### src/rtl/mesh_pkg.sv
// Shared mesh definitions: header field widths, header layout and terminal-map test.
package mesh_pkg;

  localparam int NXT_JMP_W = 8;
  localparam int ID_W      = 4;
  // Mode bit sits this many bits below the packet MSB; payload fills everything beneath it.
  localparam int MODE_OFS  = NXT_JMP_W + 2 * ID_W;
  localparam int HDR_W     = MODE_OFS + 1;

  typedef struct packed {
    logic [NXT_JMP_W-1:0] nxt_jump;
    logic [ID_W-1:0]      row;
    logic [ID_W-1:0]      col;
    logic                 mode;
  } mesh_hdr_t;

  // Terminals ring the mesh: top/bottom edge rows and left/right edge columns, corners excluded.
  function automatic logic is_terminal(input logic [ID_W-1:0] row, input logic [ID_W-1:0] col,
                                       input int rows, input int cols);
    int r;
    int c;
    r = int'(row);
    c = int'(col);
    return (((r == 0) || (r == rows + 1)) && (c >= 1) && (c <= cols)) ||
           (((c == 0) || (c == cols + 1)) && (r >= 1) && (r <= rows));
  endfunction

endpackage

### src/rtl/mesh_sync_fifo.sv
// Generic synchronous FIFO; read data is the head entry, zero when empty.
module mesh_sync_fifo #(
  parameter int W     = 8,
  parameter int DEPTH = 4
) (
  input  logic                     clk,
  input  logic                     srst,
  input  logic                     wr_en_i,
  input  logic [W-1:0]             wr_data_i,
  input  logic                     rd_en_i,
  output logic [W-1:0]             rd_data_o,
  output logic                     full_o,
  output logic                     empty_o,
  output logic [$clog2(DEPTH):0]   count_o
);

  localparam int AW = $clog2(DEPTH);

  logic [W-1:0]  mem_q [DEPTH];
  logic [AW-1:0] wr_ptr_q, wr_ptr_d;
  logic [AW-1:0] rd_ptr_q, rd_ptr_d;
  logic [AW:0]   count_q, count_d;
  logic          rd_ok, wr_ok;

  assign empty_o   = (count_q == '0);
  assign full_o    = (count_q == (AW+1)'(DEPTH));
  assign count_o   = count_q;
  assign rd_data_o = empty_o ? '0 : mem_q[rd_ptr_q];

  // A write into a full FIFO is allowed only when the head leaves on the same edge.
  assign rd_ok = rd_en_i && !empty_o;
  assign wr_ok = wr_en_i && (!full_o || rd_ok);

  always_comb begin
    wr_ptr_d = wr_ptr_q;
    rd_ptr_d = rd_ptr_q;
    count_d  = count_q;
    if (wr_ok) wr_ptr_d = wr_ptr_q + 1'b1;
    if (rd_ok) rd_ptr_d = rd_ptr_q + 1'b1;
    if (wr_ok && !rd_ok) count_d = count_q + 1'b1;
    else if (rd_ok && !wr_ok) count_d = count_q - 1'b1;
  end

  always_ff @(posedge clk) begin
    if (srst) begin
      wr_ptr_q <= '0;
      rd_ptr_q <= '0;
      count_q  <= '0;
    end else begin
      wr_ptr_q <= wr_ptr_d;
      rd_ptr_q <= rd_ptr_d;
      count_q  <= count_d;
    end
  end

  always_ff @(posedge clk) begin
    if (!srst && wr_ok) mem_q[wr_ptr_q] <= wr_data_i;
  end

endmodule

### src/rtl/mesh_term_src.sv
// Terminal packet source: validates destination, stamps the mesh header and queues
// packets for the router's pndng/data/pop terminal handshake.
module mesh_term_src
  import mesh_pkg::*;
#(
  parameter int ROWS       = 4,
  parameter int COLUMS     = 4,
  parameter int pckg_sz    = 40,
  parameter int fifo_depth = 4,
  parameter int SELF_ROW   = 0,
  parameter int SELF_COL   = 1
) (
  input  logic                          clk,
  input  logic                          reset,
  input  logic                          push,
  input  logic [3:0]                    push_row,
  input  logic [3:0]                    push_col,
  input  logic                          push_mode,
  input  logic [pckg_sz-18:0]           push_payload,
  output logic                          push_rdy,
  output logic                          reject,
  output logic                          pndng_i_in,
  output logic [pckg_sz-1:0]            data_out_i_in,
  input  logic                          pop,
  output logic [$clog2(fifo_depth):0]   count,
  output logic [15:0]                   sent_cnt,
  output logic [15:0]                   drop_cnt
);

  localparam int MODE_BIT = pckg_sz - 1 - MODE_OFS;

  mesh_hdr_t          hdr;
  logic [pckg_sz-1:0] pkt;
  logic               legal, full, empty, pop_ok, push_ok;
  logic               reject_q, reject_d;
  logic [15:0]        sent_cnt_q, sent_cnt_d;
  logic [15:0]        drop_cnt_q, drop_cnt_d;

  assign legal = is_terminal(push_row, push_col, ROWS, COLUMS) &&
                 !((push_row == ID_W'(SELF_ROW)) && (push_col == ID_W'(SELF_COL)));

  always_comb begin
    hdr          = '0;
    hdr.nxt_jump = '0;
    hdr.row      = push_row;
    hdr.col      = push_col;
    hdr.mode     = push_mode;
  end

  assign pkt = {hdr, push_payload[MODE_BIT-1:0]};

  // Mirrors the FIFO's own accept rule so drops are counted on exactly the pushes it refuses.
  assign pop_ok  = pop && !empty;
  assign push_ok = push && legal && (!full || pop_ok);

  mesh_sync_fifo #(
    .W     (pckg_sz),
    .DEPTH (fifo_depth)
  ) u_fifo (
    .clk       (clk),
    .srst      (reset),
    .wr_en_i   (push && legal),
    .wr_data_i (pkt),
    .rd_en_i   (pop),
    .rd_data_o (data_out_i_in),
    .full_o    (full),
    .empty_o   (empty),
    .count_o   (count)
  );

  always_comb begin
    reject_d   = push && !push_ok;
    sent_cnt_d = sent_cnt_q;
    drop_cnt_d = drop_cnt_q;
    if (pop_ok && (sent_cnt_q != 16'hFFFF)) sent_cnt_d = sent_cnt_q + 16'd1;
    if (reject_d && (drop_cnt_q != 16'hFFFF)) drop_cnt_d = drop_cnt_q + 16'd1;
  end

  always_ff @(posedge clk) begin
    if (reset) begin
      reject_q   <= 1'b0;
      sent_cnt_q <= '0;
      drop_cnt_q <= '0;
    end else begin
      reject_q   <= reject_d;
      sent_cnt_q <= sent_cnt_d;
      drop_cnt_q <= drop_cnt_d;
    end
  end

  assign pndng_i_in = !empty;
  assign push_rdy   = !full;
  assign reject     = reject_q;
  assign sent_cnt   = sent_cnt_q;
  assign drop_cnt   = drop_cnt_q;

endmodule

### config.mk
export PLATFORM = sky130hd
export DESIGN_NAME = mesh_term_src
export DESIGN_NICKNAME = d
export VERILOG_FILES = /design/src/rtl/mesh_pkg.sv /design/src/rtl/mesh_sync_fifo.sv /design/src/rtl/mesh_term_src.sv
export SDC_FILE = /design/constraint.sdc
export NUM_CORES = 1
export LEC_CHECK = 0
export ABC_AREA = 1
export CELL_PAD_IN_SITES_DETAIL_PLACEMENT = 2
export CELL_PAD_IN_SITES_GLOBAL_PLACEMENT = 2
export CORE_UTILIZATION = 37
export CTS_CLUSTER_DIAMETER = 30
export DETAILED_ROUTE_END_ITERATION = 7
export PLACE_DENSITY_LB_ADDON = 0.3
export SLEW_MARGIN = 20
export SYNTH_ARGS = -nofsm -noshare
export SYNTH_HDL_FRONTEND = slang
export SYNTH_SLANG_ARGS = --single-unit
### constraint.sdc
create_clock -name clk -period 5.3 [get_ports clk]
set_input_delay 1.06 -clock clk [delete_from_list [all_inputs] [get_ports clk]]
set_output_delay 1.06 -clock clk [all_outputs]
set_load 0.01 [all_outputs]
==> results of run 1 <==
power groups by stage:
stage	combinational, mW	clock (mW)	sequential (mW)
2_1_floorplan	0.477	0	1.51
3_5_place_dp	1.01	0	1.52
6_report	1.04	1.32	1.49
5_1_grt	1.13	1.38	1.49
4_1_cts	1.03	1.34	1.49
3_3_place_gp	0.958	0	1.51
worst max-delay path by stage:
stage,to,depth (start not counted),slack (ps),start
3_3_place_gp,u_fifo.mem_q[0][24],13,1280,push_row[2]
6_report,u_fifo.mem_q[0][26],13,1220,push_row[2]
5_1_grt,u_fifo.mem_q[0][26],13,1020,push_row[2]
4_1_cts,data_out_i_in[29],6,1030,flip-flop
2_1_floorplan,u_fifo.mem_q[0][0],9,1780,push_col[3]
3_5_place_dp,u_fifo.mem_q[0][27],13,890,push_row[2]
layout by cell type (no fill, tap or decap), drive strengths merged, types with 2 or more instances in the layout:
master | Yosys | layout
o21ai | 82 | 82
dfxtp | 42 | 42
bufinv | 0 | 3
inv | 43 | 50
clkinvlp | 0 | 3
xor2 | 7 | 7
nand2 | 93 | 93
edfxtp | 128 | 128
nor2 | 172 | 172
buf | 22 | 12
nor3 | 7 | 7
conb | 1 | 8
clkinv | 2 | 3
clkbuf | 21 | 18
xnor2 | 8 | 8
ha | 7 | 7
a21oi | 69 | 69
and3 | 2 | 2
nand4 | 26 | 26
clkdlybuf4s50 | 0 | 105
nand3 | 23 | 23
final cells by class:
class | count | area (um^2)
Sequential cell | 170 | 4686
Multi-Input combinational cell | 507 | 2485
Clock buffer | 18 | 429.2
Timing Repair Buffer | 117 | 1149
Inverter | 45 | 170.2
Clock inverter | 14 | 185.2
Tap cell | 265 | 331.6
Fill cell | 2091 | 10220
metal layers:
metal  share of wire (%)  wire (um)  global-route usage [%]  vias up
li1                    -          -                       -     2782
met1                  41       9857                   28.27     2981
met2                  54      12910                   45.16      133
met3                 3.3        789                   4.272       36
met4                 2.1        506                   8.698        0
met5                   0          0                       0        -
sequential cells by signal, indices dropped and copies added (netlist names), named ones only:
register,cells
drop_cnt,16
u_fifo.mem_q,128
u_fifo.count_o,3
sent_cnt,16
reject,1
u_fifo.rd_ptr_q,2
u_fifo.wr_ptr_q,2
metrics by stage:
step / power, mW / worst slack [ps] / area, um^2 / cells / util (%)
floorplan: 1.991 / 1777 / 7511 / 765 / -
global placement: 2.472 / 1284 / 8806 / 1103 / 44.81
detailed placement: 2.529 / 894.8 / 8806 / 1103 / 44.81
CTS: 3.864 / 1030 / 9420 / 1135 / 47.93
global route: 4.002 / 1018 / 9435 / 1136 / 48.01
finish: 3.849 / 1215 / 9435 / 1136 / 48.01
cell families after synthesis:
family / after synthesis / synth area share, %
AO/OA/AOI/OAI: 151 / 10.60
XOR/XNOR: 15 / 1.755
adder cells (fa/ha/maj): 8 / 1.438
buffers and inverters: 88 / 5.048
flip-flops: 170 / 62.59
other: 1 / 0.05010
AND/OR/NAND/NOR: 325 / 18.52
worst max-delay path: stages:
cell	delay, ps
sky130_fd_sc_hd__clkdlybuf4s50_1	660
sky130_fd_sc_hd__inv_1	120
sky130_fd_sc_hd__nor2_1	190
sky130_fd_sc_hd__nand2_1	130
sky130_fd_sc_hd__nand2_1	100
sky130_fd_sc_hd__nand3_1	90
sky130_fd_sc_hd__nand2_1	70
sky130_fd_sc_hd__nand2_1	60
sky130_fd_sc_hd__buf_4	220
sky130_fd_sc_hd__inv_1	120
sky130_fd_sc_hd__nand2_1	250
sky130_fd_sc_hd__nor2_4	740
sky130_fd_sc_hd__buf_4	370
==> summary.txt, run 1 <==
Min path
  • Number of instances on the worst hold path: 2
  • Startpoint of the worst hold path: u_fifo.rd_ptr_q[1]
  • Path class of the lowest-slack min-delay path: reg2reg

Synth
  • Per-instance average area after synthesis: 9.874 um^2
  • Number of warnings reported in the yosys synthesis log: 0
  • Syn Inst Count: 758
  • Commonest register cell after synthesis: sky130_fd_sc_hd__edfxtp_1
  • Cell types with the highest counts after synthesis: sky130_fd_sc_hd__nor2_1 (169), sky130_fd_sc_hd__edfxtp_1 (128), sky130_fd_sc_hd__nand2_1 (90), sky130_fd_sc_hd__o21ai_0 (82), sky130_fd_sc_hd__a21oi_1 (59)
  • FFs w/ async S/R, synth: 0%
  • Combined area of all synthesized cells: 7485 um^2
  • Top cells by area in the synthesized netlist: sky130_fd_sc_hd__edfxtp_1 (51%), sky130_fd_sc_hd__dfxtp_1 (11%), sky130_fd_sc_hd__nor2_1 (8.5%), sky130_fd_sc_hd__o21ai_0 (5.5%), sky130_fd_sc_hd__nand2_1 (4.5%)
  • Library cells used by synthesis: 33
  • Sequential-to-total area share from yosys stat: 62.59%
  • Share of the synthesized area in the top cell type: 51.35%
  • Library cell with the highest instance count after synthesis: sky130_fd_sc_hd__nor2_1
  • EDFF count, synth: 128
  • Most area-hungry cell type in the Yosys netlist: sky130_fd_sc_hd__edfxtp_1
  • Number of register bits inferred by synthesis: 170

GRT
  • Global route overflow: 0
  • Vias in the first global route: 6654
  • Number of antenna violations at the first check in global routing: 0
  • Pin count of the biggest net entering global routing: 65
  • Global Route Usage Sum: 24.46%
  • Global-route wire length before repair: 37340 um

Floorplanning
  • Core Box Area: 19650 um^2
  • Standard-cell row count: 51
  • I/O pin total: 114
  • Die Height: 144.2 um
  • Initial core utilization: 38.08%
  • Area of the die: 20800 um^2
  • Die Span X: 144.2 um

CTS
  • Register clock-pin slew on the reported worst setup and hold paths: 60 ps
  • TritonCTS clock tree: yes
  • Clock H-tree levels: 4
  • Insertion delay to the later sink of the worst-skew pair: 430 ps
  • Hold buffer count at cts: 0
  • Number of buffers added by the clock tree synthesis step: 17
  • Clock Path Buffers: 2
  • Root Buffer: sky130_fd_sc_hd__clkbuf_16
  • Clock Sinks: 170
  • Post-cts sizing count: 0
  • Number of post-CTS setup repair buffers: 0

Timing
  • Setup clock skew after layout: 8.487 ps
  • Count of endpoints failing setup in the final report: 0
  • Final worst path period share: 77.07%
  • Number of hold-slack violations in the final timing report: 0
  • Post-layout minimum cycle time: 4085 ps
  • Setup total negative slack: 0 ps
  • Smallest hold slack: 488.9 ps
  • Unrepaired setup endpoints after global routing: no
  • Slew HR: 41.37%
  • Worst-margin pin slew: 877.4 ps
  • Highest attainable clock frequency: 244.8 MHz
  • Final Max Tran Viols: 0

Worst setup path
  • Arrival time at the worst endpoint: 4200 ps
  • CP startpoint kind: primary input
  • Critical path type: in2reg
  • Critical R2R Capture: u_fifo.mem_q[0][26]
  • Slack of the worst reg-to-reg path: 2220 ps
  • Worst reg2reg path depth: 10
  • Critical path data required time: 5420 ps
  • Crit end category: flip-flop
  • R2r startpoint: u_fifo.count_o[0]
  • Max Fanout on Critical Path: 24

Drt
  • Drt first pass iters: 4
  • Post-detailed-route DRC marker count: 0
  • Routed vias: 5932
  • Via density: 5.222
  • Initial drt markers: 261
  • Detail-routed net length per standard cell: 21.18 um
  • Antenna violation net count after detailed routing: 0
  • Total routed wirelength: 24060 um

Pwr
  • Peak VDD IR: 0.2912 mV
  • Combinational group share of total power: 27.0%
  • Power dissipated by switching net loads: 1.210 mW
  • Static leakage: 3.170 nW
  • Fraction of power spent switching nets: 31.45%
  • Part of the total power dissipated in sequential elements: 38.7%
  • Part of the power in the clock network: 34.3%
  • Internal power contribution: 2.639 mW
  • Cell Pwr Density: 408.0 nW/um^2

Layout
  • Number of diodes added for antenna fixing: 0
  • Net count, final: 902
  • Fraction of layout instances using a drive strength above 1: 8.266%
  • Area growth from synthesis to layout: 26.06%

Outcome
  • Run status: finished clean

Flow run
  • Maxcap violations: 0

Placement
  • Placer congestion estimate: 0.7731
  • HPWL after detailed placement: 16010 um
  • Input/output buffers: 105
No activity file was read; power rests on OpenSTA's default activity.
==> run 2, diff against run 1 <==
- CORE_UTILIZATION: 37 -> 31
- clock period: 5.3 -> 3.7 ns (I/O delays scaled with it)
==> run 2 against run 1 <==
Effect of this change:
- hold slack worse by 11 ps
- largest cell class unchanged
- sequential power is 43% higher
- critical path type is now reg2out
- global-route usage shrank 6.9 points
==> summary.txt, run 2 (synthesis results as in run 1) <==
Layout
  • Most frequent cells in the layout: sky130_fd_sc_hd__nor2_1 (165), sky130_fd_sc_hd__edfxtp_1 (128), sky130_fd_sc_hd__clkdlybuf4s50_1 (105), sky130_fd_sc_hd__nand2_1 (90), sky130_fd_sc_hd__o21ai_0 (82) (unchanged)
  • Flip-flop count of the largest register, all copies and words added: 128 (unchanged)
  • Area growth from synthesis to layout: 27.11% (was 26.06%)
  • Number of diodes added for antenna fixing: 0 (unchanged)
  • Net count, final: 903 (was 902)
  • Register with the highest flop count: u_fifo.mem_q (unchanged)
  • Fraction of layout instances using a drive strength above 1: 8.142% (was 8.266%)
  • Most common library cell in the layout ignoring fill and taps: sky130_fd_sc_hd__nor2_1 (unchanged)
  • Post-route standard cell area excluding fillers: 9514 um^2 (was 9435 um^2)

CTS
  • Clock Path Buffers: 2 (unchanged)
  • Number of post-CTS setup repair buffers: 0 (unchanged)
  • Register clock-pin slew on the reported worst setup and hold paths: 60 ps (about the same)
  • Insertion delay to the later sink of the worst-skew pair: 430 ps (about the same)
  • Number of buffers added by the clock tree synthesis step: 17 (unchanged)
  • Post-cts sizing count: 0 (unchanged)
  • Clock H-tree levels: 4 (unchanged)
  • Hold buffer count at cts: 0 (unchanged)
  • Root Buffer: sky130_fd_sc_hd__clkbuf_16 (unchanged)
  • Clock Sinks: 170 (unchanged)
  • TritonCTS clock tree: yes (unchanged)

Worst setup path
  • Max Fanout on Critical Path: 64 (was 24)
  • Arrival time at the worst endpoint: 2600 ps (was 4200 ps)
  • Critical path data required time: 2960 ps (was 5420 ps)
  • R2r startpoint: u_fifo.count_o[2] (was u_fifo.count_o[0])
  • Crit end category: output port (was flip-flop)
  • Ordered list of cells on the worst path: buf_4, nor2_1, nor2_1, o21ai_0, a21oi_1, clkdlybuf4s50_1 (was clkdlybuf4s50_1, inv_1, nor2_1, nand2_1, nand2_1, nand3_1, nand2_1, nand2_1, buf_4, inv_1, nand2_1, nor2_4, buf_4)
  • Critical path type: reg2out (was in2reg)
  • CP startpoint kind: flip-flop (was primary input)
  • Crit-path most repeated cell: sky130_fd_sc_hd__nor2_1 (was sky130_fd_sc_hd__nand2_1)
  • Maximum cell stage delay along the critical path: 610 ps (was 740 ps)
  • Slack of the worst reg-to-reg path: 1240 ps (was 2220 ps)
  • Cell with the biggest individual delay on the critical path: sky130_fd_sc_hd__clkdlybuf4s50_1 (was sky130_fd_sc_hd__nor2_4)

GRT
  • Vias in the first global route: 6059 (was 6654)
  • Number of antenna violations at the first check in global routing: 1 (was 0)
  • Global-route wire length before repair: 32630 um (was 37340 um)
  • Global Route Usage Sum: 17.53% (was 24.46%)
  • Pin count of the biggest net entering global routing: 65 (unchanged)
  • Global route overflow: 0 (unchanged)

Placement
  • Input/output buffers: 105 (unchanged)
  • HPWL after detailed placement: 13720 um (was 16010 um)
  • Placer congestion estimate: 0.7391 (was 0.7731)
  • Setup slack at placement: 558.8 ps (was 894.8 ps)
  • Cell area after placement: 8939 um^2 (was 8806 um^2)

Timing
  • Unrepaired setup endpoints after global routing: no (unchanged)
  • Final Max Tran Viols: 0 (unchanged)
  • Worst-margin pin slew: 1026 ps (was 877.4 ps)
  • Setup clock skew after layout: 12.24 ps (was 8.487 ps)
  • Highest attainable clock frequency: 299.3 MHz
  • Setup total negative slack: 0 ps (unchanged)
  • Count of endpoints failing setup in the final report: 0 (unchanged)
  • Slew HR: 31.50% (was 41.37%)
  • Post-layout minimum cycle time: 3341 ps
  • Post-layout worst setup margin: 359.3 ps (was 1215 ps)
  • Final worst path period share: 90.29%
  • Number of hold-slack violations in the final timing report: 0 (unchanged)

Floorplanning
  • Die Height: 157.4 um (was 144.2 um)
  • Standard-cell row count: 56 (was 51)
  • Area of the die: 24770 um^2 (was 20800 um^2)
  • Initial core utilization: 31.79% (was 38.08%)
  • Core Box Area: 23540 um^2 (was 19650 um^2)
  • Die Span X: 157.4 um (was 144.2 um)
  • I/O pin total: 114 (unchanged)

Drt
  • Drt first pass iters: 4 (unchanged)
  • Via density: 4.849 (was 5.222)
  • Post-detailed-route DRC marker count: 0 (unchanged)
  • Routed vias: 5775 (was 5932)
  • Detail-routed net length per standard cell: 17.49 um (was 21.18 um)
  • Antenna violation net count after detailed routing: 0 (unchanged)
  • Total routed wirelength: 20830 um (was 24060 um)
  • Initial drt markers: 212 (was 261)

Pwr
  • Peak VDD IR: 0.3327 mV (was 0.2912 mV)
  • Static leakage: 3.167 nW (was 3.170 nW)
  • Cell Pwr Density: 557.2 nW/um^2 (was 408.0 nW/um^2)
  • Total Power: 5.301 mW (was 3.849 mW)

Outcome
  • Run status: finished clean (unchanged)

Min path
  • Path class of the lowest-slack min-delay path: reg2reg (unchanged)
  • Startpoint of the worst hold path: u_fifo.rd_ptr_q[1] (unchanged)

Flow run
  • Maxcap violations: 0 (unchanged)
[run 2: final cells by class]
cell class	instances	area (um^2)
Clock buffer	17	425.4
Clock inverter	15	150.1
Fill cell	2576	14030
Inverter	45	170.2
Multi-Input combinational cell	507	2485
Sequential cell	170	4686
Tap cell	319	399.1
Timing Repair Buffer	118	1199
[run 2: worst max-delay path, delay by kind of cell, from the launching register on]
family	cells	cell delay [ps]
and+or+nand+nor	2	240
buffers and inverters	2	1140
AOI/OAI and AO/OA	2	400
DFF	1	330
[run 2: path summary, 6_finish.rpt]
check / endpoint / depth (start not counted)
worst max-delay path: data_out_i_in[28] / 6
worst min-delay path: u_fifo.rd_ptr_q[1] / 2
worst max register to register: u_fifo.count_o[2] / 11
worst min register to register: u_fifo.rd_ptr_q[1] / 2
[run 2: power by group]
group | total, mW | internal (mW) | switching [mW]
combinational | 1.43 | 0.601 | 0.825
sequential | 2.13 | 2.09 | 0.0452
clock | 1.74 | 0.992 | 0.752
total | 5.30 | 3.68 | 1.62
[run 2: per-layer routing]
layer	up-vias	track usage [%]	share of wire, %
met4	2	5.964	1.4
met2	92	31.96	51
met3	22	2.726	3.2
met5	-	0	0.062
li1	2780	-	-
met1	2879	20.83	44
[run 2: metrics by stage]
step	util (%)	hold WS (ps)	cells
4_1_cts	40.41	482.0	1191
3_3_place_gp	37.97	456.2	1159
6_report	40.41	477.8	1191
2_1_floorplan	-	436.3	765
3_5_place_dp	37.97	471.7	1159
5_1_grt	40.41	509.2	1191
==> run 3, diff against run 2 <==
- ABC_CLOCK_PERIOD_IN_PS: not set -> 3700
- GPL_TIMING_DRIVEN: not set -> 0
==> run 3 against run 2 <==
Effect of this change:
- wire length rose by 7.5%
- cell count rose by 2.8%
- clock power barely moved
- clock skew fell by 2.3 ps
- hold slack improved by 2.3 ps
- design area rose by 1.4%
- critical endpoint is now data_out_i_in[13]
- largest cell class unchanged
- highest routed layer unchanged
==> summary.txt, run 3 (synthesis results as in run 1) <==
CTS
  • Clock Sinks: 170 (unchanged)
  • Number of post-CTS setup repair buffers: 0 (unchanged)
  • Clock H-tree levels: 4 (unchanged)
  • Hold buffer count at cts: 0 (unchanged)
  • Register clock-pin slew on the reported worst setup and hold paths: 70 ps (was 60 ps)
  • Clock Path Buffers: 2 (unchanged)
  • Post-cts sizing count: 0 (unchanged)
  • Insertion delay to the later sink of the worst-skew pair: 430 ps (about the same)
  • TritonCTS clock tree: yes (unchanged)
  • Number of buffers added by the clock tree synthesis step: 17 (unchanged)
  • Root Buffer: sky130_fd_sc_hd__clkbuf_16 (unchanged)

Floorplanning
  • I/O pin total: 114 (unchanged)
  • Standard-cell row count: 56 (unchanged)
  • Core Box Area: 23540 um^2 (unchanged)
  • Die Height: 157.4 um (unchanged)
  • Area of the die: 24770 um^2 (unchanged)
  • Initial core utilization: 31.79% (unchanged)
  • Die Span X: 157.4 um (unchanged)

Pwr
  • Static leakage: 3.234 nW (was 3.167 nW)
  • Peak VDD IR: 0.2984 mV (was 0.3327 mV)
  • Cell Pwr Density: 554.4 nW/um^2 (was 557.2 nW/um^2)

GRT
  • Number of antenna violations at the first check in global routing: 3 (was 1)
  • Vias in the first global route: 6382 (was 6059)
  • Pin count of the biggest net entering global routing: 23 (was 65)
  • Global-route wire length before repair: 34890 um (was 32630 um)
  • Global Route Usage Sum: 18.84% (was 17.53%)
  • Global route overflow: 0 (unchanged)

Layout
  • Register with the highest flop count: u_fifo.mem_q (unchanged)
  • Area growth from synthesis to layout: 28.92% (was 27.11%)
  • Net count, final: 935 (was 903)
  • Most common library cell in the layout ignoring fill and taps: sky130_fd_sc_hd__nor2_1 (unchanged)
  • Non-filler cells in the finished layout: 1224 (was 1191)
  • Fraction of layout instances using a drive strength above 1: 8.518% (was 8.142%)
  • Count of fill cells added during filler insertion: 2597 (was 2576)
  • Flip-flop count of the largest register, all copies and words added: 128 (unchanged)
  • Most frequent cells in the layout: sky130_fd_sc_hd__nor2_1 (165), sky130_fd_sc_hd__edfxtp_1 (128), sky130_fd_sc_hd__clkdlybuf4s50_1 (103), sky130_fd_sc_hd__nand2_1 (90), sky130_fd_sc_hd__o21ai_0 (82) (was sky130_fd_sc_hd__nor2_1 (165), sky130_fd_sc_hd__edfxtp_1 (128), sky130_fd_sc_hd__clkdlybuf4s50_1 (105), sky130_fd_sc_hd__nand2_1 (90), sky130_fd_sc_hd__o21ai_0 (82))

Placement
  • Input/output buffers: 103 (was 105)
  • Instance count after placement with tap cells included: 1191 (was 1159)
  • HPWL after detailed placement: 15610 um (was 13720 um)
  • Placer congestion estimate: 0.7675 (was 0.7391)

Worst setup path
  • Crit end category: output port (unchanged)
  • Critical path type: reg2out (unchanged)
  • Arrival time at the worst endpoint: 2690 ps (was 2600 ps)
  • Critical path data required time: 2960 ps (about the same)
  • Max Fanout on Critical Path: 10 (was 64)
  • CP startpoint kind: flip-flop (unchanged)

Timing
  • Final Max Tran Viols: 0 (unchanged)
  • Setup total negative slack: 0 ps (unchanged)
  • Count of endpoints failing setup in the final report: 0 (unchanged)
  • Highest attainable clock frequency: 291.2 MHz (was 299.3 MHz)
  • Post-layout minimum cycle time: 3434 ps (was 3341 ps)
  • Slew HR: 52.27% (was 31.50%)
  • Number of hold-slack violations in the final timing report: 0 (unchanged)
  • Unrepaired setup endpoints after global routing: no (unchanged)
  • Final worst path period share: 92.82% (was 90.29%)
  • Worst-margin pin slew: 715.9 ps (was 1026 ps)
  • Setup clock skew after layout: 9.969 ps (was 12.24 ps)

Flow run
  • Maxcap violations: 0 (unchanged)

Drt
  • Post-detailed-route DRC marker count: 0 (unchanged)
  • Via density: 4.884 (was 4.849)
  • Detail-routed net length per standard cell: 18.29 um (was 17.49 um)
  • Initial drt markers: 197 (was 212)
  • Routed vias: 5978 (was 5775)
  • Antenna violation net count after detailed routing: 0 (unchanged)
  • Drt first pass iters: 4 (unchanged)
  • Total routed wirelength: 22390 um (was 20830 um)

Min path
  • Path class of the lowest-slack min-delay path: reg2reg (unchanged)

Outcome
  • Run status: finished clean (unchanged)
## run 3: cell count changes in the layout (fill, tap and decap cells not counted), sizes merged, moves of 2 or more
cell and delta:
bufinv -2, clkinv -2, clkdlybuf4s50 -2, buf +13, inv +7, clkinvlp -3, clkbuf +21
## run 3: area by class of cell
cell class	count	area, um^2	area share, %
diodes	1	2.502	0.02593
plain buffers	43	207.7	2.152
clock buffers	17	425.4	4.409
clock inverters	15	147.6	1.530
inverters	45	170.2	1.763
multi-input cells	507	2479	25.69
flip-flops and latches	170	4684	48.55
well taps	319	399.1	4.136
repair buffers	107	1134	11.75
## run 3: per-stage QoR
stage	power, mW	setup WS, ps	util, %	cell area, um^2	hold WS (ps)
CTS	5.439	166.4	40.98	9647	482.3
detailed placement	3.679	129.8	38.54	9074	468.5
global placement	3.625	-1389	37.98	8941	454.8
finish	5.349	265.8	40.99	9649	480.2
floorplan	2.853	497.2	-	7511	436.3
global route	5.616	22.39	40.98	9647	506.5
## run 3: report_power, final
| group | internal (mW) | total [mW] | switching (mW) |
|---|---|---|---|
| combinational | 0.609 | 1.48 | 0.874 |
| clock | 0.899 | 1.74 | 0.841 |
| sequential | 2.08 | 2.13 | 0.0417 |
## run 3: final timing paths
| kind | startpoint | cells after the start | slack (ps) | to |
|---|---|---|---|---|
| worst max register to register | u_fifo.count_o[0] | 9 | 1130 | u_fifo.mem_q[3][27] |
| worst max-delay path | flip-flop | 7 | 270 | data_out_i_in[13] |
| worst min register to register | u_fifo.rd_ptr_q[0] | 1 | 480 | u_fifo.rd_ptr_q[0] |
| worst min-delay path | u_fifo.rd_ptr_q[0] | 1 | 480 | u_fifo.rd_ptr_q[0] |
## run 3: critical path, stage by stage (launching register included)
cell	delay, ps
sky130_fd_sc_hd__dfxtp_1	340
sky130_fd_sc_hd__buf_2	250
sky130_fd_sc_hd__clkbuf_1	470
sky130_fd_sc_hd__nor2_1	110
sky130_fd_sc_hd__nor2_1	110
sky130_fd_sc_hd__o21ai_0	120
sky130_fd_sc_hd__a21oi_1	270
sky130_fd_sc_hd__clkdlybuf4s50_1	600
## run 3: metal layers
| layer | GRT usage [%] | share of wire, % |
|---|---|---|
| met4 | 4.438 | 0.96 |
| met2 | 34.93 | 53 |
| met5 | 0 | 0.12 |
| met1 | 21.71 | 42 |
| met3 | 4.378 | 4.1 |
